===== src/rtl/call_stack_controller_pkg.sv =====
// call_stack_controller_pkg: shared command/state encodings and stack defaults
package call_stack_controller_pkg;

    typedef enum logic [1:0] {
        CTL_NOP  = 2'd0,
        CTL_PUSH = 2'd1,
        CTL_POP  = 2'd2,
        CTL_RET  = 2'd3
    } stack_ctl_e;

    typedef enum logic [2:0] {
        S_IDLE,
        S_WRITE,
        S_READ,
        S_CAPTURE,
        S_RESP,
        S_ERR
    } state_e;

    localparam logic [7:0] DEFAULT_STACK_TOP = 8'hFF;

endpackage


===== src/rtl/call_stack_controller_stack_pointer.sv =====
// stack_pointer: downward-growing sp with entry count and full/empty flags
module stack_pointer
    import call_stack_controller_pkg::*;
#(
    parameter logic [7:0] STACK_TOP   = DEFAULT_STACK_TOP,
    parameter int         STACK_DEPTH = 16
) (
    input  logic       clk,
    input  logic       rst,
    input  logic       inc,
    input  logic       dec,
    output logic [7:0] sp,
    output logic       full,
    output logic       empty
);

    localparam logic [7:0] DEPTH = 8'(STACK_DEPTH);

    logic [7:0] count;

    assign full  = count == DEPTH;
    assign empty = count == 8'd0;

    // bounds are enforced by count only; sp is free to wrap modulo 256
    always_ff @(posedge clk) begin
        if (rst) begin
            sp    <= STACK_TOP;
            count <= 8'd0;
        end else if (inc) begin
            sp    <= sp - 8'd1;
            count <= count + 8'd1;
        end else if (dec) begin
            sp    <= sp + 8'd1;
            count <= count - 8'd1;
        end
    end

endmodule


===== src/rtl/call_stack_controller.sv =====
// call_stack_controller: PUSH/POP/RET sequencer over a data-memory stack
module call_stack_controller
    import call_stack_controller_pkg::*;
#(
    parameter logic [7:0] STACK_TOP   = DEFAULT_STACK_TOP,
    parameter int         STACK_DEPTH = 16
) (
    input  logic       clk,
    input  logic       rst,
    input  logic [1:0] stack_ctl,
    input  logic       cmd_valid,
    input  logic [7:0] push_data,
    input  logic [7:0] data_mem_val,
    output logic       busy,
    output logic [7:0] mem_addr,
    output logic [7:0] mem_wdata,
    output logic       mem_we,
    output logic       mem_re,
    output logic [7:0] pop_data,
    output logic       pop_valid,
    output logic [7:0] jump_address,
    output logic       jump_valid,
    output logic [7:0] sp,
    output logic       overflow,
    output logic       underflow
);

    state_e     state, state_n;
    stack_ctl_e cmd_q;
    logic [7:0] data_q;
    logic       full, empty, accept, is_push;

    assign is_push = stack_ctl_e'(stack_ctl) == CTL_PUSH;
    assign accept  = state == S_IDLE && cmd_valid && stack_ctl_e'(stack_ctl) != CTL_NOP;

    stack_pointer #(
        .STACK_TOP  (STACK_TOP),
        .STACK_DEPTH(STACK_DEPTH)
    ) u_sp (
        .clk  (clk),
        .rst  (rst),
        .inc  (state == S_WRITE),
        .dec  (state == S_CAPTURE),
        .sp   (sp),
        .full (full),
        .empty(empty)
    );

    always_ff @(posedge clk) begin
        if (rst) state <= S_IDLE;
        else     state <= state_n;
    end

    always_comb begin
        state_n = S_IDLE;
        case (state)
            S_IDLE:    state_n = !accept ? S_IDLE :
                                 is_push ? (full ? S_ERR : S_WRITE) :
                                           (empty ? S_ERR : S_READ);
            S_READ:    state_n = S_CAPTURE;
            S_CAPTURE: state_n = S_RESP;
            default:   state_n = S_IDLE;
        endcase
    end

    assign busy       = state != S_IDLE;
    assign mem_we     = state == S_WRITE;
    assign mem_re     = state == S_READ;
    assign mem_addr   = mem_we ? sp : mem_re ? sp + 8'd1 : 8'd0;
    assign mem_wdata  = mem_we ? data_q : 8'd0;
    assign pop_valid  = state == S_RESP && cmd_q == CTL_POP;
    assign jump_valid = state == S_RESP && cmd_q == CTL_RET;

    // read data arrives during CAPTURE; registering it here makes it visible in RESP
    always_ff @(posedge clk) begin
        if (rst) begin
            cmd_q        <= CTL_NOP;
            data_q       <= 8'd0;
            pop_data     <= 8'd0;
            jump_address <= 8'd0;
            overflow     <= 1'b0;
            underflow    <= 1'b0;
        end else begin
            if (accept) begin
                cmd_q     <= stack_ctl_e'(stack_ctl);
                data_q    <= push_data;
                overflow  <= overflow | (is_push && full);
                underflow <= underflow | (!is_push && empty);
            end
            if (state == S_CAPTURE && cmd_q == CTL_POP) pop_data <= data_mem_val;
            if (state == S_CAPTURE && cmd_q == CTL_RET) jump_address <= data_mem_val;
        end
    end

endmodule


===== config.mk =====
export PLATFORM = sky130hd
export DESIGN_NAME = call_stack_controller
export DESIGN_NICKNAME = d
export VERILOG_FILES = /design/src/rtl/call_stack_controller_pkg.sv /design/src/rtl/call_stack_controller_stack_pointer.sv /design/src/rtl/call_stack_controller.sv
export SDC_FILE = /design/constraint.sdc
export NUM_CORES = 1
export LEC_CHECK = 0
export ABC_AREA = 1
export CORE_MARGIN = 2
export CORE_UTILIZATION = 50
export CTS_BUF_LIST = sky130_fd_sc_hd__clkbuf_8
export DETAILED_ROUTE_END_ITERATION = 16
export HOLD_SLACK_MARGIN = 0.1
export PLACE_DENSITY_LB_ADDON = 0.05
export SYNTH_ARGS = -nofsm -noshare
export SYNTH_HDL_FRONTEND = slang
export SYNTH_SLANG_ARGS = --single-unit

===== constraint.sdc =====
create_clock -name clk -period 2.48 [get_ports clk]
set_clock_uncertainty 0.15 [all_clocks]
set_input_delay 0.496 -clock clk [delete_from_list [all_inputs] [get_ports clk]]
set_output_delay 0.496 -clock clk [all_outputs]
set_load 0.05 [all_outputs]

# Word-level counts from Yosys, hierarchy flattened
# Index checks and enable logic that the tools add are counted.
# totals
mem_bits_rw	0
register_bits	47
romBits	0
mem_count	0
out_inout_bits	47
latch_bits	0
inputBits	21
# classes
reduce_logical	14
n_mul	0
n_eq_ne	8
bitwise	2
mux	12
magnitude_cmp	0
div	0
shift	0
add_sub_neg	4
# ops
op	n
$mux 8	7
$add 8x1->8 const B	2
$sub 8x1->8 const B	2
$mux 3	4
$pmux 3 s3	1
$eq 8x5->1 const B	1
$logic_and 1x1->1	8
$logic_not 8->1	1
$eq 3x2->1 const B	2
$eq 2x2->1 const B	2
$reduce_bool 2->1	2
$eq 3x1->1 const B	1
$eq 3x3->1 const B	1
$logic_not 3->1	1
$reduce_bool 3->1	1
$eq 2x1->1 const B	1
$or 1x1->1	2
$logic_not 1->1	1

# Longest topological paths before layout
# Gate-level depths: netlist (run 1).
# depth
depth_word	5
depth_mapped	14

# Cells and area by module
# From an unflattened synthesis (run 1), not the netlist that was laid out.
# hier_totals
cells_unflattened	407
hier_area_um2	2756.4
# by_module_without_submodules
mod	seq_area_each_um2	instances	area_per_inst_um2	cells_each
call_stack_controller	620.6	1	1570.3	235
stack_pointer	320.3	1	1186.1	172

# Worst setup path before layout (run 1)
# No wires, ideal clock.
# synth_timing
path_type	reg-to-output
startpoint	register state[1]
endpoint	output mem_addr[4]
n_path_buf	0
path_stages_with_launch	5
slack_ns	-0.279
arrival_ns	2.113
path_cell_list	dfxtp_1 -> bufinv_8 -> nor3_4 -> inv_1 -> o22ai_1
# synth_via
elab_chain_len	3
elab_cells_between_ends	4
# synth_lines
item	line_no	source
start: declaration	call_stack_controller.sv:28	state_e state, state_n;
start signal: assignment	call_stack_controller.sv:51	else state <= state_n;
$eq 3x2->1	call_stack_controller.sv:68	assign mem_re = state == S_READ;
named net mem_re	call_stack_controller.sv:18	output logic mem_re,
$mux 8 (2 in series)	call_stack_controller.sv:69	assign mem_addr = mem_we ? sp : mem_re ? sp + 8'd1 : 8'd0;
end: declaration	call_stack_controller.sv:15	output logic [7:0] mem_addr,
# The timed path passes the listed nets, and every way through them passes these cells.

# Worst setup path in the final report (run 1)
# layout_timing
startpoint	register u_sp.sp[1]
endpoint	output mem_addr[6]
# layout_via
elab_chain_len	3
# layout_lines
item	line_no	source
start: declaration	call_stack_controller_stack_pointer.sv:12	output logic [7:0] sp,
start signal: assignment	call_stack_controller_stack_pointer.sv:30	sp <= sp - 8'd1;
start signal: assignment	call_stack_controller_stack_pointer.sv:33	sp <= sp + 8'd1;
$add 8x1->8	call_stack_controller.sv:69	
$mux 8 (2 in series)	call_stack_controller.sv:69	
# No other way between the ends.

==> results.md, run 1 <==
* Status: completed
* Routed length per placed instance at 12.7 um
* Pleak at 1.61 nW
* Detail-routed via count per cell at 5.15
* Min-delay src: underflow$_SDFFE_PP0N_
* Pwr dens at 1450 mW/mm^2
* Max-cap viol count at 0
* Synth-to-Final Area Change at 41.8%
* Total congestion overflow at 0
* Worst setup SP type: flip-flop
* FF-to-FF Start: state[1]$_SDFF_PP0_
* # hold bufs at CTS at 0
* Post-synthesis sequential area ratio at 37.2%
* GPL Wtd Cong at 0.895
* Total CTS buffers at 5
* Worst-path clk slew at 0.09 ns
* Post-synth EDFFs at 0
* Io pins at 68
* Vias in the first global route at 2352
* Initial Util at 52.8%
* Final Max Slew Viols at 0
* WP depth at 7
* Fin cells at 501
* DRC viols at 0
* Count of final hold-check violations at 0
* Synth unique cells at 35
* Post_cts resized at 2
* Setup CP Type: flip-flop to primary output
* Detailed Routing Iterations Pass 1 at 5
* Yosys warns at 0
* DR iter-0 viols at 201
* Min Tclk post-route at 2.37 ns
* Crit path required time at 1.83 ns
* First-pass GRT wire length at 10.5 mm
* Post-synthesis instance total at 362
* Maximum number of pins on one net before global-route repair at 23
* R2R setup slack at 0.40 ns
* WHS Path Cells at 2
* HP Class: flip-flop to flip-flop
* Net Count, Synth at 392
* Die W at 75.1 um
* Total wire length at 6.37 mm
* Crit path from: u_sp.sp[1]$_SDFFE_PP1P_
* Final-stage net count at 463
* Endpoint type of the worst setup path: primary output
* Antenna viol nets, final at 0
* Async set-reset flop share out of synthesis at 0%
* Initial antenna violation count at 0
* Biggest cell delay along the critical path at 0.39 ns
* Die area at 0.00564 sq mm
* Clk sinks at 47
* Post-CTS setup buffers at 0
* Synth Register Bits at 47
* Worst-Skew Late Latency at 0.30 ns
* Post-DP HPWL at 4.68 mm
* Post-synthesis average cell area at 6.98 sq um
* Setup Viol. Count Final at 0
* Clk root buf: clkbuf_8
* Reg2reg path depth at 10
* Crit-path cells: ha_1, nand2_1, nor3_2, xor2_1, nand2_1, o21ai_2, buf_12
* Crit-path slowest cell: dfxtp_2
* Final period util at 95.7%
* Synth Cell Area at 0.00253 sq mm
* Crit Path Max Fanout at 6
* H-tree Lvls at 2
* Max frequency at 0.421 GHz
* Layout cells sized above 1 at 13.6%
* Worst vdd ir at 0.000760 V
* Relative slew slack at 64.4%
* CP most frequent cell: nand2_1
* DR vias at 2578
* Ant. Diodes at 0
* Total track usage at 23.9%
* Row count at 25
* Dpl cells at 493
* Primary FF master, synth: dfxtp_1
* Worst path top cell family by delay: flip-flops
* Port bufs at 67
* CP Buf/Inv Count at 1
* Worst-margin pin slew at 0.533 ns
* Setup total negative slack at 0 ns
* Die height at 75.1 um
* Crit path DAT at 1.73 ns
* CTS Buffer Depth at 2
* Core area at 0.00479 sq mm
* Filler cell count at 383
* CTS tree: built
## cell families (layout without fill, tap and decap cells)
| logic type | after synthesis | in the layout | synth area share (%) |
|---|---|---|---|
| XOR/XNOR | 8 | 8 | 2.77 |
| buffers and inverters | 60 | 132 | 10.5 |
| AO/OA/AOI/OAI | 66 | 66 | 14.1 |
| AND/OR/NAND/NOR | 172 | 172 | 30.7 |
| adder cells (fa/ha/maj) | 9 | 9 | 4.76 |
| flip-flops | 47 | 47 | 37.2 |
## path summary, 6_finish.rpt
| kind | endpoint |
|---|---|
| max | mem_addr[6] |
| max reg2reg | u_sp.count[3]$_SDFFE_PP0P_ |
| min reg2reg | underflow$_SDFFE_PP0N_ |
| min | underflow$_SDFFE_PP0N_ |
## layout by cell type, fill, tap and decap left out, drive strengths merged
cell type      instances
or2                    2
nand4                  5
o21ai                 29
xnor2                  2
o211ai                 4
ha                     8
a21oi                 27
nand3                 28
o2111ai                1
buf                   27
nor2                  75
inv                   49
bufinv                 2
xor2                   6
nand3b                 1
and3                   1
and2                   1
nor3                   4
clkbuf                 5
o31ai                  1
dfxtp                 47
o22ai                  3
a31oi                  1
clkinv                 3
fa                     1
nand2                 55
clkdlybuf4s50         46
## flip-flops by register name (all words and copies together) (netlist names)
| register | cells |
|---|---|
| state | 3 |
| jump_address | 8 |
| cmd_q | 2 |
| u_sp.sp | 8 |
| underflow | 1 |
| overflow | 1 |
| data_q | 8 |
| pop_data | 8 |
| u_sp.count | 8 |
## cell usage after synthesis, types with 2 or more instances
cell / count / area, sq um
nor3_1: 3 / 15.0
dfxtp_1: 47 / 941
ha_1: 8 / 100
nor2_1: 72 / 270
inv_1: 45 / 169
a21oi_1: 26 / 130
o21ai_0: 29 / 145
or2_2: 2 / 12.5
nand4_1: 4 / 25.0
buf_2: 2 / 10.0
xor2_1: 6 / 52.6
clkbuf_1: 4 / 15.0
xnor2_1: 2 / 17.5
nor2_4: 3 / 33.8
nand2_4: 2 / 22.5
nand3_1: 28 / 140
o22ai_1: 3 / 18.8
buf_4: 2 / 15.0
inv_2: 3 / 11.3
o211ai_1: 4 / 30.0
nand2_1: 53 / 199
## stage by stage
| stage | power [mW] | utilization (%) | hold slack (ns) | worst slack (ns) | cell area, sq um |
|---|---|---|---|---|---|
| after floorplan | 3.48 | - | 0.302 | -0.279 | 2530 |
| after global placement | 4.47 | 71.9 | 0.289 | 0.188 | 3440 |
| after detailed placement | 4.55 | 71.9 | 0.294 | 0.145 | 3440 |
| after CTS | 5.15 | 74.4 | 0.310 | 0.0332 | 3560 |
| after global routing | 5.59 | 74.8 | 0.337 | -0.0196 | 3580 |
| final | 5.20 | 74.8 | 0.308 | 0.107 | 3580 |
## power by group
part	total (mW)	internal, mW	leakage (nW)	switching [mW]
registers	1.10	0.935	0.381	0.160
clock network	0.572	0.301	0.0581	0.272
logic	3.53	1.36	1.17	2.17
## worst register-to-register path: cells and delay by family, from the launching register on
family,cells,cell delay (ns)
AND/OR/NAND/NOR,5,0.72
AO/OA/AOI/OAI,1,0.08
adder cells (fa/ha/maj),1,0.38
buffers and inverters,3,0.38
flip-flops,1,0.34
## area by class of cell
cell class / instances / area, sq um / area share [%]
multi-input cells: 255 / 1350 / 37.8
flip-flops and latches: 47 / 945 / 26.4
repair buffers: 73 / 876 / 24.4
inverters: 51 / 213 / 5.94
well taps: 67 / 83.8 / 2.34
clock buffers: 5 / 68.8 / 1.92
clock inverters: 3 / 43.8 / 1.22
## per-layer routing
layer  global-route usage [%]  vias to the layer above  part of all wire (%)
met3                     5.89                        8                   6.4
li1                         -                     1310                     -
met5                        0                        -                     0
met1                     30.7                     1169                    45
met4                     8.73                        0                   1.3
met2                     38.9                       91                    48
Note: power is estimated with default switching activity, not from simulation.
==> run 2, diff against run 1 <==
--- a/config.mk
+++ b/config.mk
@@ -6,7 +6,6 @@
 export NUM_CORES = 1
 export LEC_CHECK = 0
 export ABC_AREA = 1
-export CORE_MARGIN = 2
 export CORE_UTILIZATION = 50
 export CTS_BUF_LIST = sky130_fd_sc_hd__clkbuf_8
 export DETAILED_ROUTE_END_ITERATION = 16
==> run 2 against run 1 <==
Net effect:
- wire length decreased by 3.8%
- critical endpoint unchanged
- non-clock buffer count unchanged
- critical path type unchanged
- total power decreased by 1.3%
- global-route usage increased by 0.56 points
- highest routed layer unchanged
- via count decreased by 0.47%
==> results.md, run 2 (synthesis results as in run 1) <==
* Total wire length at 6.13 mm (-3.8%)
* Worst vdd ir at 0.000819 V (+7.8%)
* Setup WS post-layout at 0.126 ns (+0.0196 ns)
* Count of final hold-check violations at 0 (unchanged)
* CTS tree: built
* GPL Wtd Cong at 0.846 (-5.5%)
* First-pass GRT wire length at 10.2 mm (-2.2%)
* Worst slack, placed at 0.173 ns (+0.0278 ns)
* Vias in the first global route at 2310 (-1.8%)
* Min Tclk post-route at 2.35 ns (-0.0196 ns)
* DR iter-0 viols at 269 (+34%)
* Clk sinks at 47 (unchanged)
* Worst path top cell family by delay: flip-flops
* CTS Buffer Depth at 2 (unchanged)
* DRC viols at 0 (unchanged)
* Most frequent cells in the layout: nor2_1 (72), nand2_1 (53), inv_1 (46), clkdlybuf4s50_1 (46), dfxtp_1 (44)
* H-tree Lvls at 2 (unchanged)
* Crit-path cells: ha_1, nand2_1, nor3_2, xor2_1, nand2_1, o21ai_2, buf_12
* Row count at 25 (unchanged)
* Total congestion overflow at 0 (unchanged)
* Die area at 0.00534 sq mm (-5.3%)
* Biggest cell delay along the critical path at 0.38 ns (about the same)
* Pleak at 1.61 nW (-0.29%)
* DR vias at 2566 (-0.47%)
* Setup Viol. Count Final at 0 (unchanged)
* Core area at 0.00479 sq mm (unchanged)
* Post-DP HPWL at 4.47 mm (-4.5%)
* Synth-to-Final Area Change at 41.2%
* Most common cell after layout, fill and taps aside: nor2_1
* Layout cells sized above 1 at 12.9% (-0.66 points)
* Antenna viol nets, final at 0 (unchanged)
* Max frequency at 0.425 GHz (+0.83%)
* Crit path required time at 1.83 ns (about the same)
* Initial Util at 52.8% (unchanged)
* Detailed Routing Iterations Pass 1 at 4 (-1)
* Filler cell count at 379 (-1.0%)
* Setup CP Type: flip-flop to primary output
* Final-stage net count at 463 (unchanged)
* Total track usage at 24.4% (+0.56 points)
* Port bufs at 67 (unchanged)
* Pwr dens at 1440 mW/mm^2 (-0.84%)
* Total power draw at 5.13 mW (-1.3%)
* Max-cap viol count at 0 (unchanged)
* Die height at 73.1 um (-2.7%)
* Setup total negative slack at 0 ns (unchanged)
* Maximum number of pins on one net before global-route repair at 23 (unchanged)
* # hold bufs at CTS at 0 (unchanged)
* Routed length per placed instance at 12.3 um (-3.6%)
* Crit path DAT at 1.71 ns (-0.02 ns)
* Final Max Slew Viols at 0 (unchanged)
* Clk root buf: clkbuf_8
* CP most frequent cell: nand2_1
* Die W at 73.1 um (-2.7%)
* Ant. Diodes at 0 (unchanged)
* HP Class: flip-flop to flip-flop
* Worst-Skew Late Latency at 0.30 ns (about the same)
* CP Buf/Inv Count at 1 (unchanged)
* Tightest hold margin at 0.308 ns (+0.000300 ns)
* Initial antenna violation count at 0 (unchanged)
* Worst-path clk slew at 0.09 ns (about the same)
* Total CTS buffers at 5 (unchanged)
* RSZ-0062 raised after global routing: false
* Io pins at 68 (unchanged)
* Detail-routed via count per cell at 5.13 (-0.27%)
* Crit Path Max Fanout at 6 (unchanged)
* Endpoint type of the worst setup path: primary output
* Worst-margin pin slew at 0.534 ns (+0.00142 ns)
* Final period util at 94.9% (-0.79 points)
* Status: completed
* Crit-path slowest cell: dfxtp_2
* Worst setup SP type: flip-flop
* Relative slew slack at 64.3% (-0.095 points)
-- run 2: cell count changes in the layout (fill, tap and decap cells not counted) --
| cell | previous run | this run |
|---|---|---|
| clkinv_2 | 1 | 0 |
| clkinv_4 | 2 | 1 |
| inv_1 | 45 | 46 |
| o22ai_1 | 2 | 3 |
| o22ai_2 | 1 | 0 |
-- run 2: timing repair --
item                                   CTS  global route
buffers inserted                         1             0
setup endpoints to repair               14             7
resized for setup                        2             4
endpoints found under the hold margin    0             0
pin swaps                                1             0
-- run 2: cell type report --
type                            count  area [sq um]  share of cell area [%]
Sequential cell                    47           945                    26.5
Tap cell                           67          83.8                    2.35
Inverter                           51           213                    5.96
Clock inverter                      2          33.8                   0.947
Multi-Input combinational cell    255          1350                    37.8
Timing Repair Buffer               73           876                    24.6
Clock buffer                        5          68.8                    1.93
-- run 2: power by group --
group          total, mW  switching (mW)  internal (mW)
logic               3.50            2.14           1.36
registers           1.09           0.160          0.935
clock network      0.541           0.250          0.292
-- run 2: final timing paths --
kind / startpoint / endpoint / slack, ns / cells past startpoint
worst max-delay path: u_sp.sp[1]$_SDFFE_PP1P_ / mem_addr[6] / 0.13 / 7
worst min-delay path: overflow$_SDFFE_PP0N_ / overflow$_SDFFE_PP0N_ / 0.31 / 2
worst max register to register: state[1]$_SDFF_PP0_ / u_sp.count[7]$_SDFFE_PP0P_ / 0.37 / 11
worst min register to register: overflow$_SDFFE_PP0N_ / overflow$_SDFFE_PP0N_ / 0.31 / 2
-- run 2: stage by stage --
stage          area [sq um]  cells  utilization, %
5_1_grt                3570    500            74.5
3_3_place_gp           3430    492            71.8
6_report               3570    500            74.5
3_5_place_dp           3430    492            71.8
4_1_cts                3550    500            74.2
2_1_floorplan          2530    362               -
-- run 2: worst min-delay path, cell delays in order (launching register included) --
cell     delay (ns)
dfxtp_1        0.32
inv_1          0.05
a21oi_1        0.05
-- run 2: routing by layer --
| metal | share of wire [%] | GRT usage (%) | up-vias |
|---|---|---|---|
| met5 | 0 | 0 | - |
| met4 | 1.4 | 8.28 | 0 |
| met3 | 6.3 | 4.97 | 8 |
| met2 | 48 | 41.0 | 86 |
| met1 | 45 | 31.1 | 1162 |
| li1 | - | - | 1310 |
==> edit 1 (settings of run 1) <==
Register the output `overflow` once more, with the module's reset; this adds one clock of latency there. The other outputs are not delayed to match.
--- a/src/rtl/call_stack_controller.sv
+++ b/src/rtl/call_stack_controller.sv
@@ -24,6 +24,8 @@
     output logic       overflow,
     output logic       underflow
 );
+
+    logic overflow_s0;
 
     state_e     state, state_n;
     stack_ctl_e cmd_q;
@@ -78,13 +80,13 @@
             data_q       <= 8'd0;
             pop_data     <= 8'd0;
             jump_address <= 8'd0;
-            overflow     <= 1'b0;
+            overflow_s0  <= 1'b0;
             underflow    <= 1'b0;
         end else begin
             if (accept) begin
                 cmd_q     <= stack_ctl_e'(stack_ctl);
                 data_q    <= push_data;
-                overflow  <= overflow | (is_push && full);
+                overflow_s0 <= overflow_s0 | (is_push && full);
                 underflow <= underflow | (!is_push && empty);
             end
             if (state == S_CAPTURE && cmd_q == CTL_POP) pop_data <= data_mem_val;
@@ -92,5 +94,13 @@
         end
     end
 
+    always_ff @(posedge clk) begin
+        if (rst) begin
+            overflow <= '0;
+        end else begin
+            overflow <= overflow_s0;
+        end
+    end
+
 endmodule
 
Behaviour: no difference found for any inputs over 10 cycles, from zero or initial values and one cycle with rst high; that may be too few to reach the edited logic, so the function may still have changed.
==> edit 1 against run 1 <==
Routed wire length is 7.4% lower; sequential cell count is 1 higher; maximum frequency is 0.39% lower; power is 2.9% higher; setup slack worse by 0.0094 ns; area after synthesis is 0.64% lower; design area is 1.2% lower; hold slack worse by 0.012 ns.
==> edit 1: results <==
placement:
  gp_congestion: 0.873
  pre_cts_slack_ns: 0.202
yosys:
  synth_cell_types: 30
  synth_commonest_cells: "nor2_1 (75), nand2_1 (55), dfxtp_1 (48), inv_1 (48), o21ai_0 (31)"
  synth-seq-area-share_pct: 38.3
  synth_fp_nets: 398
  synth.area.top_cells: "dfxtp_1 (38%), nor2_1 (11%), nand2_1 (8.2%), inv_1 (7.2%), o21ai_0 (6.2%)"
global_routing:
  grt_pass1_vias: 2154
  grt_pass1_wl_mm: 9.66
  grt_usage_pct: 22.3
  grt_start_max_net_pins: 25
layout:
  nFillCells: 417
  fin_nets: 467
  drive_gt1_share_pct: 13.3
status:
  status: "finished, final reports clean"
drt:
  dr.first_iter.drc_count: 142
  routed_via_density: 4.96
  wl_per_cell_um: 11.7
  first_pass_iters: 4
sta:
  timing.hold.ws_ns: 0.296
  worst_slew_pin_slew_ns: 0.700
power_and_ir_drop:
  p_leak_uw: 0.00155
  irDropWorstVdd_mv: 0.689
hold_path:
  worstHoldEndpoint: "overflow"
  hp-start: "overflow_s0"
critical_path:
  r2r_slack_ns: 0.36
[edit 1: layout make-up]
cell class,instances,area share (%)
Sequential cell,48,27.3
Timing Repair Buffer,72,24.5
Tap cell,67,2.37
Inverter,52,5.55
Clock buffer,5,1.94
Multi-Input combinational cell,258,37.9
Clock inverter,2,0.354
[edit 1: metal layers]
metal / vias up / routed length, um / global-route usage, %
li1: 1315 / - / -
met1: 1125 / 2780 / 30.1
met2: 56 / 2740 / 34.6
met3: 4 / 350 / 7.76
met4: 0 / 25 / 4.76
met5: - / 0 / 0
[edit 1: power groups by stage]
stage | Combinational [uW] | Clock [uW] | Sequential [uW]
2_1_floorplan | 2330 | 0 | 1390
3_5_place_dp | 3650 | 0 | 1170
6_report | 3730 | 455 | 1160
3_3_place_gp | 3590 | 0 | 1160
4_1_cts | 3660 | 456 | 1150
5_1_grt | 4130 | 488 | 1190
[edit 1: cell families (layout without fill, tap and decap cells)]
group | count (synthesis) | after routing | share of synthesized area [%]
compound gates | 70 | 70 | 14.9
flops | 48 | 48 | 38.3
buf+inv | 62 | 131 | 9.82
simple gates | 170 | 170 | 29.1
fa+ha+maj | 9 | 9 | 4.79
xor+xnor | 9 | 9 | 3.14
[edit 1: critical path, delay by kind of cell, from the launching register on]
family | cells | cell delay [ns]
flip-flops | 1 | 0.38
AO/OA/AOI/OAI | 1 | 0.10
AND/OR/NAND/NOR | 3 | 0.39
buffers and inverters | 1 | 0.15
adder cells (fa/ha/maj) | 1 | 0.19
XOR/XNOR | 1 | 0.22
[edit 1: per-stage QoR]
step                      instances  instance area, sq um  util [%]
after floorplan                 368                  2540         -
after global routing            504                  3540      73.9
final                           504                  3540      73.9
after detailed placement        496                  3430      71.7
after CTS                       503                  3520      73.5
after global placement          496                  3430      71.7
[edit 1: worst max-delay path by stage]
stage	start	end	slack, ns	depth (start not counted)
after floorplan	u_sp.sp[2]	mem_addr[5]	0.01	5
after global placement	state[1]	u_sp.count[3]	0.27	10
after detailed placement	state[1]	u_sp.count[3]	0.20	10
after CTS	u_sp.sp[1]	mem_addr[6]	0.005	7
after global routing	u_sp.sp[1]	mem_addr[6]	0.007	7
final	u_sp.sp[1]	mem_addr[6]	0.1	7
[edit 1: repair_timing]
action / CTS / global route
pin swaps: 0 / 0
setup endpoints to repair: 4 / 3
resized for setup: 1 / 7
setup buffers: 0 / 1
hold buffers: 0 / 0
==> edit 2 (settings of run 1) <==
Without the edit above. `STACK_DEPTH` is set to 16 in 2 places; all go to 12.
--- a/src/rtl/call_stack_controller_stack_pointer.sv
+++ b/src/rtl/call_stack_controller_stack_pointer.sv
@@ -3,7 +3,7 @@
     import call_stack_controller_pkg::*;
 #(
     parameter logic [7:0] STACK_TOP   = DEFAULT_STACK_TOP,
-    parameter int         STACK_DEPTH = 16
+    parameter int         STACK_DEPTH = 12
 ) (
     input  logic       clk,
     input  logic       rst,
--- a/src/rtl/call_stack_controller.sv
+++ b/src/rtl/call_stack_controller.sv
@@ -3,7 +3,7 @@
     import call_stack_controller_pkg::*;
 #(
     parameter logic [7:0] STACK_TOP   = DEFAULT_STACK_TOP,
-    parameter int         STACK_DEPTH = 16
+    parameter int         STACK_DEPTH = 12
 ) (
     input  logic       clk,
     input  logic       rst,
Formal check against the unedited RTL: same outputs for any inputs over 10 cycles, from zero or initial values and one cycle with rst high; that may be too few to reach the edited logic, so the function may still have changed.
==> edit 2 against run 1 <==
Count of clock-buffer cells in the layout unchanged; setup slack worse by 0.027 ns; design area fell by 0.87%; via count is 0.74% lower; power fell by 33%; routed wire length down 0.86%; sequential cell count stayed put; area after synthesis is 2.1% lower; cell count decreased by 0.80%; sequential power is 10% lower; largest power group unchanged.
==> edit 2: results <==
cts:
  worstSkewPairLatency_ns: 0.31
  htreeDepth: 2
  clock-root-buffer: "clkbuf_8"
  clk_pin_slew_ns: 0.10
  numCtsBuffers: 5
  cts_buffer_depth: 2
layout:
  num_antenna_cells: 0
  fin_cells: 497
  nFillCells: 387
  drive_gt1_share_pct: 13.5
  fin_nets: 459
critical_path:
  path_delay_family: "buffers and inverters"
  slowest_delay_ns: 0.36
  arrival_ns: 1.75
  crit_slowest_cell: "dfxtp_1"
  cp_max_fo: 10
yosys:
  synth_cell_types: 30
  synth_area_per_cell_sq_um: 6.93
  synth_fp_nets: 387
  ys_warn_count: 0
  synth-seq-area-share_pct: 38.0
  synthArstFlopShare_pct: 0
  ys_dominant_reg_cell: "dfxtp_1"
  synth_commonest_cells: "nor2_1 (60), nand2_1 (53), inv_1 (49)"
  synth.area.top_cells: "dfxtp_1 (38%), nor2_1 (9.1%), o21ai_0 (8.1%), nand2_1 (8.0%), inv_1 (7.4%)"
global_routing:
  grt_usage_pct: 24.2
  grt_pass1_vias: 2384
  grt_start_max_net_pins: 25
  grt_pass1_wl_mm: 10.4
  antenna_found_initial: 0
placement:
  portBuffers: 67
  dp.final_hpwl_mm: 4.69
  place_inst: 487
  gp_congestion: 0.956
power_and_ir_drop:
  switching_share_pct: 46.7
  irDropWorstVdd_mv: 0.518
  p_leak_uw: 0.00158
drt:
  routed-via-count: 2559
  dr.first_iter.drc_count: 131
  drt-total-wl_mm: 6.32
  first_pass_iters: 4
hold_path:
  hp-class: "flop to flop"
status:
  status: "finished, final reports clean"
sta:
  slew-limit-headroom_pct: 65.1
## edit 2: changes by cell type after synthesis, moves of 2 or more
cell / change
xor2_1: +2
o21ai_0: +11
clkbuf_1: +2
inv_1: +4
buf_4: -2
nor2_1: -12
a21oi_1: +2
nand3_1: -7
## edit 2: path summary, 6_finish.rpt
path | from | cells past startpoint | endpoint | slack [ns]
max | state[1] | 5 | mem_addr[2] | 0.08
min | data_q[7] | 2 | data_q[7] | 0.31
max reg2reg | state[1] | 10 | u_sp.count[3] | 0.30
min reg2reg | data_q[7] | 2 | data_q[7] | 0.31
## edit 2: cell type report
| type | instances | share of cell area, % |
|---|---|---|
| clock buffer | 5 | 1.94 |
| timing repair buffer | 75 | 25.6 |
| multi-input combinational | 248 | 37.1 |
| tap | 67 | 2.36 |
| clock inverter | 3 | 0.740 |
| inverter | 52 | 5.64 |
| sequential | 47 | 26.6 |
## edit 2: per-stage QoR
step | area, sq um | total power [uW] | util (%) | setup WS [ns] | hold WS, ns
after floorplan | 2500 | 2320 | - | 0.0111 | 0.278
after global placement | 3420 | 2920 | 72.0 | 0.296 | 0.290
after detailed placement | 3420 | 2970 | 72.0 | 0.188 | 0.300
after CTS | 3530 | 3470 | 74.2 | 0.00957 | 0.313
after global routing | 3550 | 3730 | 74.7 | 0.00313 | 0.343
final | 3550 | 3500 | 74.7 | 0.0797 | 0.310
## edit 2: routing by layer
layer | wire length (um) | global-route usage (%)
met2 | 3040 | 42.1
met5 | 0 | 0
met1 | 2830 | 29.6
met3 | 396 | 6.91
met4 | 49 | 5.75
## edit 2: cell families after synthesis
group,share of synthesized area (%)
AO/OA/AOI/OAI,17.7
adder cells (fa/ha/maj),4.86
AND/OR/NAND/NOR,26.0
flip-flops,38.0
XOR/XNOR,3.19
buffers and inverters,10.2
## edit 2: worst reg2reg max path: stages, from the launching register on
cell and delay [ns]:
dfxtp_1 0.36, inv_1 0.16, nand3_2 0.23, ha_1 0.41, inv_1 0.10, nand2_1 0.07
and2_1 0.18, or2_2 0.27, nand3_1 0.07, o211ai_1 0.08, inv_1 0.05
## edit 2: timing repair
| action | CTS | global route |
|---|---|---|
| resized for setup | 2 | 5 |
| pin swaps | 0 | 2 |
| buffers inserted | 0 | 2 |
| endpoints found under the setup margin | 15 | 5 |
## edit 2: power by group through the flow
| stage | registers, uW | logic (uW) | clock network, uW |
|---|---|---|---|
| floorplan | 1100 | 1220 | 0 |
| global placement | 989 | 1940 | 0 |
| global route | 1000 | 2190 | 537 |
| finish | 985 | 2010 | 501 |
| detailed placement | 995 | 1980 | 0 |
| CTS | 978 | 1990 | 503 |
